`src/rtl/csync_encoder_pkg.sv`:
```
`default_nettype none
// ============================================================================
//  Module      : csync_encoder_pkg
//  Description : Shared definitions for the composite-sync encoder.
//                Holds the CSYNC mode encodings and the default widths.
//                No ports; imported by csync_encoder and its sub-module.
//  Revision    : 1.0 - initial release
// ============================================================================
package csync_encoder_pkg;

  // Default width of the line/pulse counters (max line 4095 PCLKs).
  localparam int CSYNC_H_BITS_DEFAULT     = 12;
  // Default number of consecutive equal line lengths needed for lock.
  localparam int CSYNC_LOCK_LINES_DEFAULT = 2;

  // Encodings of the 2-bit mode input. The reserved code behaves as AND.
  typedef enum logic [1:0] {
    CSYNC_MODE_AND  = 2'd0,
    CSYNC_MODE_XOR  = 2'd1,
    CSYNC_MODE_SERR = 2'd2,
    CSYNC_MODE_RSVD = 2'd3
  } csync_mode_e;

endpackage
`default_nettype wire

```
`src/rtl/csync_encoder_sync_meas.sv`:
```
`default_nettype none
// ============================================================================
//  Module      : csync_encoder_sync_meas
//  Description : Input registers, HSYNC edge detection and line measurement.
//                Counts PCLKs per line and HSYNC low width, and decides lock
//                once LOCK_LINES consecutive line lengths repeat.
//  Ports       : clk        in   pixel clock, posedge
//                reset      in   synchronous active-high reset
//                hsync_in   in   active-low HSYNC
//                vsync_in   in   active-low VSYNC
//                hs_l       out  registered HSYNC
//                vs_l       out  registered VSYNC
//                line_start out  HSYNC falling edge seen this cycle
//                h_ctr      out  PCLKs since the last line start (saturating)
//                h_total    out  last measured line length
//                hs_width   out  last measured HSYNC low width
//                locked     out  measurement stable
//  Revision    : 1.0 - initial release
// ============================================================================
module csync_encoder_sync_meas
  import csync_encoder_pkg::*;
#(
  parameter int H_BITS     = CSYNC_H_BITS_DEFAULT,
  parameter int LOCK_LINES = CSYNC_LOCK_LINES_DEFAULT
) (
  input  logic              clk,
  input  logic              reset,
  input  logic              hsync_in,
  input  logic              vsync_in,
  output logic              hs_l,
  output logic              vs_l,
  output logic              line_start,
  output logic [H_BITS-1:0] h_ctr,
  output logic [H_BITS-1:0] h_total,
  output logic [H_BITS-1:0] hs_width,
  output logic              locked
);

  localparam int                MC_BITS    = $clog2(LOCK_LINES + 1);
  localparam logic [H_BITS-1:0] C_H_MAX    = '1;
  localparam logic [MC_BITS-1:0] C_LOCK_CNT = MC_BITS'(LOCK_LINES);

  logic               r_hs_l;
  logic               r_vs_l;
  logic               r_hs_prev;
  logic [H_BITS-1:0]  r_h_ctr;
  logic [H_BITS-1:0]  r_h_total;
  logic [H_BITS-1:0]  r_hs_width;
  logic [MC_BITS-1:0] r_match_cnt;
  logic               r_ovf;

  logic               w_line_start;
  logic               w_hs_end;
  logic               w_ctr_at_max;
  logic [H_BITS-1:0]  w_ctr_plus1;
  logic               w_overflow;

  assign w_line_start = r_hs_prev & ~r_hs_l;
  assign w_hs_end     = ~r_hs_prev & r_hs_l;
  assign w_ctr_at_max = (r_h_ctr == C_H_MAX);
  // Saturating "count including this cycle"; also used for the captures so
  // an over-long line reports the maximum rather than wrapping to 0.
  assign w_ctr_plus1  = w_ctr_at_max ? C_H_MAX : (r_h_ctr + H_BITS'(1));
  // A line that keeps running past the counter range can no longer be
  // measured, so lock is abandoned at once instead of at the next edge.
  assign w_overflow   = w_ctr_at_max & ~w_line_start;

  always_ff @(posedge clk) begin
    if (reset) begin
      // Input registers idle high so no false edge appears after reset.
      r_hs_l      <= 1'b1;
      r_vs_l      <= 1'b1;
      r_hs_prev   <= 1'b1;
      r_h_ctr     <= '0;
      r_h_total   <= '0;
      r_hs_width  <= '0;
      r_match_cnt <= '0;
      r_ovf       <= 1'b0;
    end else begin
      r_hs_l    <= hsync_in;
      r_vs_l    <= vsync_in;
      r_hs_prev <= r_hs_l;
      if (w_line_start) begin
        r_h_ctr   <= '0;
        r_h_total <= w_ctr_plus1;
        r_ovf     <= 1'b0;
        if (w_ctr_plus1 == r_h_total) begin
          if (r_match_cnt != C_LOCK_CNT) begin
            r_match_cnt <= r_match_cnt + MC_BITS'(1);
          end
        end else begin
          r_match_cnt <= '0;
        end
      end else begin
        r_h_ctr <= w_ctr_plus1;
        if (w_overflow) begin
          r_ovf       <= 1'b1;
          r_match_cnt <= '0;
        end
        if (w_hs_end) begin
          r_hs_width <= w_ctr_plus1;
        end
      end
    end
  end

  assign hs_l       = r_hs_l;
  assign vs_l       = r_vs_l;
  assign line_start = w_line_start;
  assign h_ctr      = r_h_ctr;
  assign h_total    = r_h_total;
  assign hs_width   = r_hs_width;
  assign locked     = (r_match_cnt == C_LOCK_CNT) & (r_hs_width < r_h_total) & ~r_ovf;

endmodule
`default_nettype wire

```
`src/rtl/csync_encoder.sv`:
```
`default_nettype none
// ============================================================================
//  Module      : csync_encoder
//  Description : Merges active-low HSYNC/VSYNC into an active-low composite
//                sync. AND / XOR combining, or serrated vsync when the line
//                measurement is locked. Publishes line length/HSYNC width.
//  Ports       : PCLK      in   pixel clock, posedge
//                reset     in   synchronous active-high reset
//                HSYNC_in  in   active-low HSYNC
//                VSYNC_in  in   active-low VSYNC
//                mode      in   0=AND 1=XOR 2=SERR 3=AND
//                CSYNC_out out  active-low composite sync
//                locked    out  line measurement stable
//                h_total   out  measured line length in PCLKs
//                hs_width  out  measured HSYNC low width in PCLKs
//  Revision    : 1.0 - initial release
// ============================================================================
module csync_encoder
  import csync_encoder_pkg::*;
#(
  parameter int H_BITS     = CSYNC_H_BITS_DEFAULT,
  parameter int LOCK_LINES = CSYNC_LOCK_LINES_DEFAULT
) (
  input  logic              PCLK,
  input  logic              reset,
  input  logic              HSYNC_in,
  input  logic              VSYNC_in,
  input  logic [1:0]        mode,
  output logic              CSYNC_out,
  output logic              locked,
  output logic [H_BITS-1:0] h_total,
  output logic [H_BITS-1:0] hs_width
);

  logic              w_hs_l;
  logic              w_vs_l;
  logic              w_line_start;
  logic [H_BITS-1:0] w_h_ctr;
  logic [H_BITS-1:0] w_h_total;
  logic [H_BITS-1:0] w_hs_width;
  logic              w_locked;

  logic              r_vs_line;
  logic              r_csync;

  logic              w_xor_level;
  logic [H_BITS-1:0] w_serr_thresh;
  logic              w_serr_high;
  logic              w_csync_next;

  csync_encoder_sync_meas #(
    .H_BITS     (H_BITS),
    .LOCK_LINES (LOCK_LINES)
  ) u_sync_meas (
    .clk        (PCLK),
    .reset      (reset),
    .hsync_in   (HSYNC_in),
    .vsync_in   (VSYNC_in),
    .hs_l       (w_hs_l),
    .vs_l       (w_vs_l),
    .line_start (w_line_start),
    .h_ctr      (w_h_ctr),
    .h_total    (w_h_total),
    .hs_width   (w_hs_width),
    .locked     (w_locked)
  );

  assign w_xor_level   = ~(w_hs_l ^ w_vs_l);
  // Serration pulse occupies the last hs_width PCLKs of each vsync line.
  // Comparing against h_ctr+1 makes the registered output rise exactly
  // hs_width cycles before the next line start. Only used while locked,
  // which guarantees hs_width < h_total so the subtraction cannot wrap.
  assign w_serr_thresh = w_h_total - w_hs_width;
  assign w_serr_high   = (({1'b0, w_h_ctr} + (H_BITS + 1)'(1)) >= {1'b0, w_serr_thresh});

  always_comb begin
    w_csync_next = w_hs_l & w_vs_l;
    case (mode)
      CSYNC_MODE_XOR: begin
        w_csync_next = w_xor_level;
      end
      CSYNC_MODE_SERR: begin
        if (!w_locked) begin
          w_csync_next = w_xor_level;
        end else if (w_line_start) begin
          // Every line begins low regardless of the vs_line value about to
          // be captured; HS_L is also low here, so both paths agree.
          w_csync_next = 1'b0;
        end else if (r_vs_line) begin
          w_csync_next = w_serr_high;
        end else begin
          w_csync_next = w_hs_l;
        end
      end
      default: begin
        w_csync_next = w_hs_l & w_vs_l;
      end
    endcase
  end

  always_ff @(posedge PCLK) begin
    if (reset) begin
      r_vs_line <= 1'b0;
      r_csync   <= 1'b1;
    end else begin
      // Vsync is only recognised at line boundaries so SERR never emits
      // runt pulses from a mid-line VSYNC edge.
      if (w_line_start) begin
        r_vs_line <= ~w_vs_l;
      end
      r_csync <= w_csync_next;
    end
  end

  assign CSYNC_out = r_csync;
  assign locked    = w_locked;
  assign h_total   = w_h_total;
  assign hs_width  = w_hs_width;

endmodule
`default_nettype wire

```
`config.mk`:
```
export PLATFORM = sky130hd
export DESIGN_NAME = csync_encoder
export DESIGN_NICKNAME = d
export VERILOG_FILES = /design/src/rtl/csync_encoder_pkg.sv /design/src/rtl/csync_encoder_sync_meas.sv /design/src/rtl/csync_encoder.sv
export SDC_FILE = /design/constraint.sdc
export NUM_CORES = 1
export LEC_CHECK = 0
export ABC_AREA = 1
export BUFFER_PORTS_ARGS = -buffer_cell sky130_fd_sc_hd__buf_2
export CORE_MARGIN = 8
export CORE_UTILIZATION = 55
export DETAILED_ROUTE_END_ITERATION = 12
export PLACE_DENSITY = 0.74
export SLEW_MARGIN = 20
export SYNTH_ARGS = -nofsm -noshare
export SYNTH_HDL_FRONTEND = slang
export SYNTH_HIERARCHICAL = 1
export SYNTH_SLANG_ARGS = --single-unit
```
`constraint.sdc`:
```
create_clock -name PCLK -period 3.8 [get_ports PCLK]
set_clock_uncertainty 0.2 [all_clocks]
set_input_delay 0.57 -clock PCLK [delete_from_list [all_inputs] [get_ports PCLK]]
set_output_delay 0.57 -clock PCLK [all_outputs]
set_load 0.02 [all_outputs]
```
# --- After elaboration in Yosys (flattened, before gate mapping) ---
# Index checks and enable logic that the tools add are counted.
totals:
  reg_bits: 44
  out_inout_bits: 26
  elab_cells: 49
  in_bits: 6
classes:
  muxes: 9
  add_sub_neg: 4
  n_reduce_logical: 4
  eq_ne: 7
  magnitude_cmp: 2
  bitwise: 13
op_table:
  columns: ["operator", "n"]
  rows:
  - ["$add A12 B1 Y13 const B", 1]
  - ["$ge A13 B12 Y1", 1]
  - ["$add A12 B1 Y12 const B", 1]
  - ["$eq A12 B12 Y1", 1]
  - ["$eq A12 B12 Y1 const B", 1]
  - ["$lt A12 B12 Y1", 1]
  - ["$mux W12", 1]
  - ["$sub A12 B12 Y12", 1]
  - ["$mux W2", 4]
  - ["$and A1 B1 Y1", 6]
  - ["$not A1 Y1", 6]
  - ["$eq A2 B2 Y1 const B", 2]
  - ["$reduce_and A2 Y1", 2]
  - ["$mux W1", 3]
  - ["$ne A3 B3 Y1 const B", 1]
  - ["$add A2 B1 Y2 const B", 1]
  - ["$eq A2 B1 Y1 const B", 1]
  - ["$ne A2 B2 Y1 const B", 1]
  - ["$pmux W1 S2", 1]
  - ["$reduce_bool A2 Y1", 1]
  - ["$reduce_or A2 Y1", 1]
  - ["$xor A1 B1 Y1", 1]

# --- Depth between registers and ports, before layout ---
# Gate-level depths: netlist (run 1).
depth:
  word_depth: 6
  mapped_depth: 23
  depth_no_buf: 23

# --- Cells and area by module ---
# The synthesis (run 1) kept the hierarchy.
by_module_without_submodules:
  columns: ["mod", "instances", "cells_per_inst", "area_each_um2", "seq_area_each_um2"]
  rows:
  - ["csync_encoder_sync_meas", 1, 324, 2262.2, 840.8]
  - ["csync_encoder", 1, 200, 1227.4, 40.0]

# --- Worst setup path after synthesis (run 1) ---
# Ideal clock, no wire load.
synth_timing:
  path_kind: "register to register"
  start: "register u_sync_meas.r_h_total[0] (netlist: u_sync_meas/h_total[0])"
  end: "register r_csync (netlist: CSYNC_out)"
  synth_period_minus_slack_ns: 3.004
  arrival_ns: 2.690
  setup_time_ns: 0.115
  t_required_ns: 3.485
  slack_ns: 0.796
  path_stages_with_launch: 22
  path_buffers: 0
  cell_sequence: "dfxtp_1 inv_1 ha_1 fa_1 o21ai_2 nand4_2 nand2_1 nand2_1 nand2_1 a21oi_2 xor2_1 ha_1 a21oi_1 o21ai_0 nor2b_1 nand2_1 nand2_1 nand2_1 nand2_1 nand2_1 nand2_1 nand2_1"
synth_between:
  elab_chain_cells: 6
  word_cells_on_any_way: 9
  classes_between: "1 x add/sub; 2 x order compare; 4 x mux; 2 x bitwise"
synth_rtl:
  columns: ["item", "line", "source"]
  rows:
  - ["from (decl)", "csync_encoder_sync_meas.sv:47", "logic [H_BITS-1:0] r_h_total;"]
  - ["from (signal assigned)", "csync_encoder_sync_meas.sv:85", "r_h_total <= w_ctr_plus1;"]
  - ["$sub A12 B12 Y12", "csync_encoder.sv:73", "assign w_serr_thresh = w_h_total - w_hs_width;"]
  - ["$ge A13 B12 Y1", "csync_encoder.sv:74", "assign w_serr_high = (({1'b0, w_h_ctr} + (H_BITS + 1)'(1)) >= {1'b0, w_serr_thresh});"]
  - ["$mux W1", "csync_encoder.sv:89", "end else if (r_vs_line) begin"]
  - ["$mux W1", "csync_encoder.sv:85", "end else if (w_line_start) begin"]
  - ["$mux W1 (*)", "csync_encoder.sv:83", "if (!w_locked) begin"]
  - ["$pmux W1 S2 (*)", "csync_encoder.sv:78", "case (mode)"]
  - ["to (signal assigned)", "csync_encoder.sv:111", "r_csync <= w_csync_next;"]
  - ["to (decl)", "csync_encoder.sv:44", "logic r_csync;"]
# Every way passes the cells marked *; elsewhere a longest branch is shown, timed or not.
# A chain may end at the register's enable or synchronous reset.

# --- Worst setup path in the final report (run 1) ---
# Same ends and word-level chain as after synthesis.

==> impl_metrics.json, run 1 <==
{
  "synth-simple-area-share_pct": 30.4,
  "grt.busiest_layer": "met2",
  "synth_async_sr_flop_share_pct": 0,
  "clk_latency_ps": 300,
  "synth_flop_cell": "sky130_fd_sc_hd__dfxtp_1",
  "floorplan.core_area_um2": 6240,
  "grt_setup_unrepaired": "no",
  "worst_pin_slew_ps": 738,
  "synth.mux.area_fraction_pct": 0,
  "timing.setup.critical_path_class": "flip-flop to flip-flop",
  "drt_pre_antenna_iters": 6,
  "maximum_number_of_pins_on_one_net_before_global_route_repair": 25,
  "cts.sinks": 44,
  "synth-warning-count": 6,
  "final_estimated_routing_congestion_in_global_placement": 0.863,
  "synth.area.top_cells": "sky130_fd_sc_hd__dfxtp_1, sky130_fd_sc_hd__ha_1, sky130_fd_sc_hd__nand2_1",
  "finalSetupViolCount": 0,
  "combined_area_of_all_synthesized_cells_um2": 3490,
  "routed_wirelength_mm": 8.46,
  "number_of_synthesized_flops_with_an_enable_pin": 0,
  "synth.ff_latch_count": 44,
  "die_width_um": 95.7,
  "sequential_cell_area_um2": 881,
  "tightest_slew_margin_relative_to_the_limit_pct": 50.8,
  "setup_total_negative_slack_ps": 0,
  "vdd_ir_drop_max_v": 0.000195,
  "netlist_instances": 524,
  "route.antenna.remaining_nets": 0,
  "pwr_density_cell_nw_per_um2": 287,
  "synth_xor_area_share_pct": 4.52,
  "final-hold-violation-count": 0,
  "period_minus_slack_ps": 3050,
  "grt_remaining_overflow": 0,
  "critical_path.cell_chain": "inv_1, ha_1, fa_1, o21ai_2, nand4_2, nand2_1, nand2_1, nand2_1, a21oi_2, xor2_1, ha_1, a21oi_1, o21ai_0, nor2b_1, nand2_1, nand2_1, nand2_1, nand2_1, nand2_1, nand2_1, nand2_1",
  "die_height_um": 95.7,
  "syn_to_final_growth_pct": 8.96,
  "vias_in_the_first_global_route": 3205,
  "synth.net_count": 571,
  "floorplan.rows": 29,
  "worstSetupStartpointType": "flip-flop",
  "synth_compound_area_share_pct": 12.5,
  "timing.max_cap.violations": 0,
  "floorplan.io_pins": 32,
  "worst_ep_arrival_time_ps": 3050,
  "critPathCaptureType": "flip-flop",
  "multi_input_area_um2": 2170,
  "worst_path_max_delay_cell": "sky130_fd_sc_hd__fa_1",
  "top_cells_by_instance_count_after_synthesis": "sky130_fd_sc_hd__nand2_1, sky130_fd_sc_hd__inv_1, sky130_fd_sc_hd__nor2_1, sky130_fd_sc_hd__dfxtp_1, sky130_fd_sc_hd__ha_1",
  "gr-usage-met2_pct": 31.6,
  "timing.critical_path.required_ps": 3800,
  "grt_antenna_before_repair": 0,
  "die_area_um2": 9150,
  "max_freq_ghz": 0.328,
  "postCtsHoldBufs": 0,
  "initialDrtViolationCount": 220,
  "overall_track_demand_over_capacity_in_global_routing_pct": 19.6,
  "detail_route.vias_per_cell": 5.27,
  "yosys.area.top_type_share_pct": 25.2,
  "worst_hold_path_type": "flip-flop to flip-flop",
  "layout_worst_path_cycle_share_pct": 80.2,
  "synth_top_family_by_area": "simple AND/OR/NAND/NOR gates",
  "status": "finished, final reports clean",
  "final_nets": 602,
  "clkTransAtPathRegs_ps": 80,
  "yosys.area.top_type": "sky130_fd_sc_hd__dfxtp_1",
  "static-leakage-power_nw": 1.97,
  "timing_max_transition_violations_final": 0,
  "cts_setup_buffers": 0,
  "synth-seq-area-share_pct": 25.2,
  "cpMostUsedCell": "sky130_fd_sc_hd__nand2_1",
  "number_of_buffers_created_by_cts": 5,
  "met1_usage_pct": 26.5,
  "final_layout_size_suffix_gt1_share_pct": 11.6,
  "cts-htree-levels": 2,
  "dpl.hpwl_mm": 6.80,
  "vias": 3324,
  "ys_types": 38,
  "ctsLongestPathBuffers": 2,
  "route.detailed.drc": 0,
  "synthMostInstantiatedCell": "sky130_fd_sc_hd__nand2_1",
  "global_route_wire_length_before_repair_mm": 14.3,
  "cts_tree": "built",
  "nFillCells": 626,
  "syn_area_per_cell_um2": 6.66,
  "numPortBuffers": 31,
  "n_antenna_cell": 0,
  "clock_tree.root_cell": "sky130_fd_sc_hd__clkbuf_8",
  "post_cts.resized_instances": 0,
  "critical_path_fanout_max": 4,
  "floorplan.initialDensity_pct": 55.9,
  "critical_path.max_stage_delay_ps": 420,
  "post_synth_fa_ha_maj_area_fraction_pct": 14.9,
  "met3_usage_pct": 2.68,
  "placedInstanceArea_um2": 3700,
  "area_of_all_placed_cells_without_fillers_um2": 3800,
  "drt-wirelength-per-cell_um": 13.4
}
[worst paths after layout]
path / from / endpoint / slack [ps] / depth (start not counted)
setup / recovery: u_sync_meas/h_total[0]$_SDFFE_PP0P_ / CSYNC_out$_SDFF_PP1_ / 750 / 21
hold / removal: u_sync_meas/vs_l$_SDFF_PP1_ / r_vs_line$_SDFFE_PP0P_ / 240 / 1
setup reg to reg: u_sync_meas/h_total[0]$_SDFFE_PP0P_ / CSYNC_out$_SDFF_PP1_ / 750 / 21
hold reg to reg: u_sync_meas/vs_l$_SDFF_PP1_ / r_vs_line$_SDFFE_PP0P_ / 240 / 1
[layer usage]
metal | share of wire (%) | up-vias | wire, µm
met5 | 0 | - | 0
met4 | 1.4 | 0 | 120
met3 | 4.2 | 10 | 353
met2 | 45 | 76 | 3850
met1 | 49 | 1511 | 4140
li1 | - | 1727 | -
[stage by stage]
stage	hold WS, ps	instances	power, W	setup slack [ps]	util (%)
floorplan	218	524	0.000690	796	-
global placement	235	625	0.000747	806	59.3
detailed placement	232	625	0.000755	738	59.3
CTS	244	631	0.00110	734	60.9
global route	241	631	0.00116	461	60.9
finish	242	631	0.00109	752	60.9
[flip-flops by register name, indices dropped and copies added, names as in the netlist]
register and count:
u_sync_meas/h_ctr 12, u_sync_meas/r_match_cnt 2, r_vs_line 1, u_sync_meas/hs_width 12
u_sync_meas/h_total 12, u_sync_meas/vs_l 1, u_sync_meas/r_ovf 1, u_sync_meas/hs_l 1
u_sync_meas/r_hs_prev 1, CSYNC_out 1
[where the power goes]
group / internal, W / total [W] / switching (W)
registers: 0.000474 / 0.000489 / 0.0000150
clock network: 0.000189 / 0.000348 / 0.000159
logic: 0.0000968 / 0.000255 / 0.000158
total: 0.000760 / 0.00109 / 0.000332
[placed cells by master, fill, tap and decap left out, types with 3 or more instances in the layout]
cell and n:
sky130_fd_sc_hd__o21ai_2 3, sky130_fd_sc_hd__buf_2 31, sky130_fd_sc_hd__a21oi_1 21, sky130_fd_sc_hd__or2_2 3, sky130_fd_sc_hd__clkbuf_8 5, sky130_fd_sc_hd__nand2_2 4
sky130_fd_sc_hd__o211ai_1 8, sky130_fd_sc_hd__xnor2_1 6, sky130_fd_sc_hd__inv_1 104, sky130_fd_sc_hd__dfxtp_1 44, sky130_fd_sc_hd__a211oi_1 3, sky130_fd_sc_hd__nand4_1 13
sky130_fd_sc_hd__nand3_1 26, sky130_fd_sc_hd__o21ai_0 12, sky130_fd_sc_hd__o22ai_1 12, sky130_fd_sc_hd__nor2_2 7, sky130_fd_sc_hd__ha_1 40, sky130_fd_sc_hd__nor2_1 48
sky130_fd_sc_hd__xor2_1 12, sky130_fd_sc_hd__nand2_1 127
[kinds of logic after synthesis]
| group | after synthesis |
|---|---|
| buffers and inverters | 112 |
| xor gates and xnor gates | 18 |
| adders and majority gates | 41 |
| DFF | 44 |
| and+or+nand+nor | 239 |
| AOI/OAI and AO/OA | 70 |
[critical path, delay by kind of cell (launching register included)]
family / cells / cell delay, ps
adders and majority gates: 3 / 920
and+or+nand+nor: 12 / 760
AOI/OAI and AO/OA: 4 / 480
DFF: 1 / 370
xor gates and xnor gates: 1 / 140
buffers and inverters: 1 / 60
[cell type report]
class                      count  share of cell area, %
multi-input combinational    368                   57.2
sequential                    44                   23.2
inverter                     104                   10.3
timing repair buffer          32                   4.28
tap                           77                   2.53
clock buffer                   5                   1.81
clock inverter                 1                  0.790
Power figures use the tool's default switching activity.
==> inputs of run 2 (changes only) <==
--- a/config.mk
+++ b/config.mk
@@ -10,7 +10,7 @@
 export CORE_MARGIN = 8
 export CORE_UTILIZATION = 55
 export DETAILED_ROUTE_END_ITERATION = 12
-export PLACE_DENSITY = 0.74
+export PLACE_DENSITY = 0.77
 export SLEW_MARGIN = 20
 export SYNTH_ARGS = -nofsm -noshare
 export SYNTH_HDL_FRONTEND = slang
==> constraint.sdc (replaced) <==
create_clock -name PCLK -period 2.5 [get_ports PCLK]
set_clock_uncertainty 0.2 [all_clocks]
set_input_delay 0.375 -clock PCLK [delete_from_list [all_inputs] [get_ports PCLK]]
set_output_delay 0.375 -clock PCLK [all_outputs]
set_load 0.02 [all_outputs]
==> run 2 against run 1 <==
Net effect:
- the flow now finishes with violations (negative setup slack)
- non-clock buffer count is 65 higher
- sequential power grew 50%
- worst hold slack got worse by 200 ps
- critical path depth unchanged
- cell count grew 11%
- die area unchanged
- combinational power increased by 96%
- global-route usage increased by 2.4 points
- via count up 12%
- utilization up 11 points
- clock power up 58%
- largest cell class unchanged
- highest routed layer unchanged
==> impl_metrics.json, run 2 (synthesis results as in run 1) <==
{
  "final_common_cell": "sky130_fd_sc_hd__nand2_1",
  "floorplan.io_pins": 32,
  "global_route_wire_length_before_repair_mm": 16.1,
  "crit_buf_inv": 1,
  "die_height_um": 95.7,
  "dpl.hpwl_mm": 7.65,
  "p_switching_w": 0.000553,
  "clk_latency_ps": 300,
  "p_seq_share_pct": 41.2,
  "final_estimated_routing_congestion_in_global_placement": 0.910,
  "vias_in_the_first_global_route": 3651,
  "route.antenna.remaining_nets": 0,
  "worst-path-stages": 21,
  "floorplan.rows": 29,
  "critical_path_fanout_max": 3,
  "numPortBuffers": 31,
  "timing.max_cap.violations": 0,
  "finalSetupViolCount": 2,
  "critical_path.max_stage_delay_ps": 370,
  "worst_r2r_path_depth": 21,
  "cts.sinks": 44,
  "share_of_total_power_consumed_by_net_switching_pct": 31.0,
  "critPathCaptureType": "flip-flop",
  "die_area_um2": 9150,
  "critical_path.cell_chain": "inv_2, ha_4, fa_2, o21ai_4, nand4_2, nand2_1, nand2_1, nand2_1, a21oi_2, xor2_1, ha_1, a21oi_2, o21ai_1, nor2b_1, nand2_1, nand2_1, nand2_1, nand2_1, nand2_1, nand2_1, nand2_1",
  "worst_path_max_delay_cell": "sky130_fd_sc_hd__fa_2",
  "vias": 3726,
  "cp_top_family": "adder cells",
  "worst_slack_ps": -412,
  "static-leakage-power_nw": 2.34,
  "route.detailed.drc": 0,
  "dp_worst_setup_slack_ps": -419,
  "drt-wirelength-per-cell_um": 14.3,
  "worstHoldPathCells": 2,
  "layout_worst_path_cycle_share_pct": 116,
  "routed_wirelength_mm": 9.97,
  "cts-htree-levels": 2,
  "n_antenna_cell": 0,
  "vdd_ir_drop_max_v": 0.000376,
  "worst_hold_path_type": "primary input to flip-flop",
  "overall_track_demand_over_capacity_in_global_routing_pct": 22.1,
  "final_nets": 668,
  "cts_tree": "built",
  "worst_ep_arrival_time_ps": 2920,
  "violations": "negative setup slack",
  "die_width_um": 95.7,
  "initialDrtViolationCount": 270,
  "floorplan.core_area_um2": 6240,
  "worstSetupStartpointType": "flip-flop",
  "floorplan.initialDensity_pct": 55.9,
  "power_frac_comb_pct": 28.1,
  "worst_pin_slew_ps": 395,
  "detail_route.vias_per_cell": 5.33,
  "status": "finished, violations left",
  "syn_to_final_growth_pct": 28.6,
  "final-hold-violation-count": 0,
  "period_minus_slack_ps": 2910,
  "timing_max_transition_violations_final": 0,
  "clock_tree.root_cell": "sky130_fd_sc_hd__clkbuf_8",
  "timing.critical_path.required_ps": 2500,
  "pwr_density_cell_nw_per_um2": 398,
  "layout.core_utilization_pct": 71.9,
  "drt_pre_antenna_iters": 7,
  "max_freq_ghz": 0.343,
  "ctsLongestPathBuffers": 2,
  "cpMostUsedCell": "sky130_fd_sc_hd__nand2_1",
  "timing.setup.critical_path_class": "flip-flop to flip-flop",
  "layout.cells.most_common_list": "sky130_fd_sc_hd__nand2_1, sky130_fd_sc_hd__inv_1, sky130_fd_sc_hd__buf_4",
  "grt_setup_unrepaired": "yes",
  "grt_antenna_before_repair": 0,
  "power_share_of_the_clock_group_pct": 30.8,
  "grt_remaining_overflow": 0,
  "clkTransAtPathRegs_ps": 90,
  "maximum_number_of_pins_on_one_net_before_global_route_repair": 25,
  "power.internal_w": 0.00123,
  "final_layout_size_suffix_gt1_share_pct": 26.5,
  "number_of_buffers_created_by_cts": 5,
  "tightest_slew_margin_relative_to_the_limit_pct": 73.0
}
==> run 2: changes by cell type in the layout (fill, tap and decap cells not counted), sizes merged <==
| cell | before | now |
|---|---|---|
| buf | 32 | 97 |
| clkinv | 0 | 1 |
| inv | 104 | 105 |
| nand3 | 29 | 30 |
==> run 2: worst register-to-register path: cells and delay by family, from the launching register on <==
family,cells,cell delay (ps)
adder cells (fa/ha/maj),3,840
flip-flops,1,350
buffers and inverters,1,40
AO/OA/AOI/OAI,4,400
XOR/XNOR,1,150
AND/OR/NAND/NOR,12,820
==> run 2: path summary, 6_finish.rpt <==
check | startpoint | end | slack (ps)
worst max-delay path | u_sync_meas/h_total[0]$_SDFFE_PP0P_ | CSYNC_out$_SDFF_PP1_ | -410
worst min-delay path | HSYNC_in | u_sync_meas/hs_l$_SDFF_PP1_ | 50
worst max register to register | u_sync_meas/h_total[0]$_SDFFE_PP0P_ | CSYNC_out$_SDFF_PP1_ | -410
worst min register to register | u_sync_meas/r_ovf$_SDFFE_PP0P_ | u_sync_meas/r_ovf$_SDFFE_PP0P_ | 250
==> run 2: layer usage <==
metal	GRT usage (%)	up-vias	part of all wire, %
met5	0	-	0
met4	9.09	0	3.1
met3	3.46	29	5.3
met2	39.1	136	49
met1	25.7	1691	43
li1	-	1870	-
==> run 2: power by group through the flow <==
| stage | clock (W) | combinational [W] | sequential [W] |
|---|---|---|---|
| after global routing | 0.000589 | 0.000563 | 0.000738 |
| after global placement | 0 | 0.000435 | 0.000751 |
| final | 0.000550 | 0.000501 | 0.000735 |
| after CTS | 0.000558 | 0.000475 | 0.000736 |
| after floorplan | 0 | 0.000280 | 0.000770 |
| after detailed placement | 0 | 0.000454 | 0.000752 |
==> run 2: final cells by class <==
| type | instances | area [µm²] |
|---|---|---|
| Multi-Input combinational cell | 369 | 2310 |
| Inverter | 104 | 393 |
| Clock inverter | 3 | 41.3 |
| Sequential cell | 44 | 908 |
| Clock buffer | 5 | 68.8 |
| Tap cell | 77 | 96.3 |
| Fill cell | 483 | 1750 |
| Timing Repair Buffer | 97 | 664 |
==> run 2: per-stage QoR <==
stage | instances | hold slack, ps | power [W] | setup TNS [ps] | area (µm²)
detailed placement | 686 | 239 | 0.00121 | -419 | 4170
CTS | 694 | 36.7 | 0.00177 | -446 | 4360
floorplan | 524 | 218 | 0.00105 | -308 | 3500
finish | 699 | 45.4 | 0.00179 | -553 | 4490
global route | 699 | 49.2 | 0.00189 | -867 | 4490
global placement | 686 | 234 | 0.00119 | -332 | 4170
==> run 2: timing repair <==
action / CTS / global route
gates cloned: 0 / 1
setup buffers: 0 / 4
hold buffers: 0 / 0
setup endpoints to repair: 2 / 4
gates resized for setup: 22 / 22
pin swaps: 4 / 10
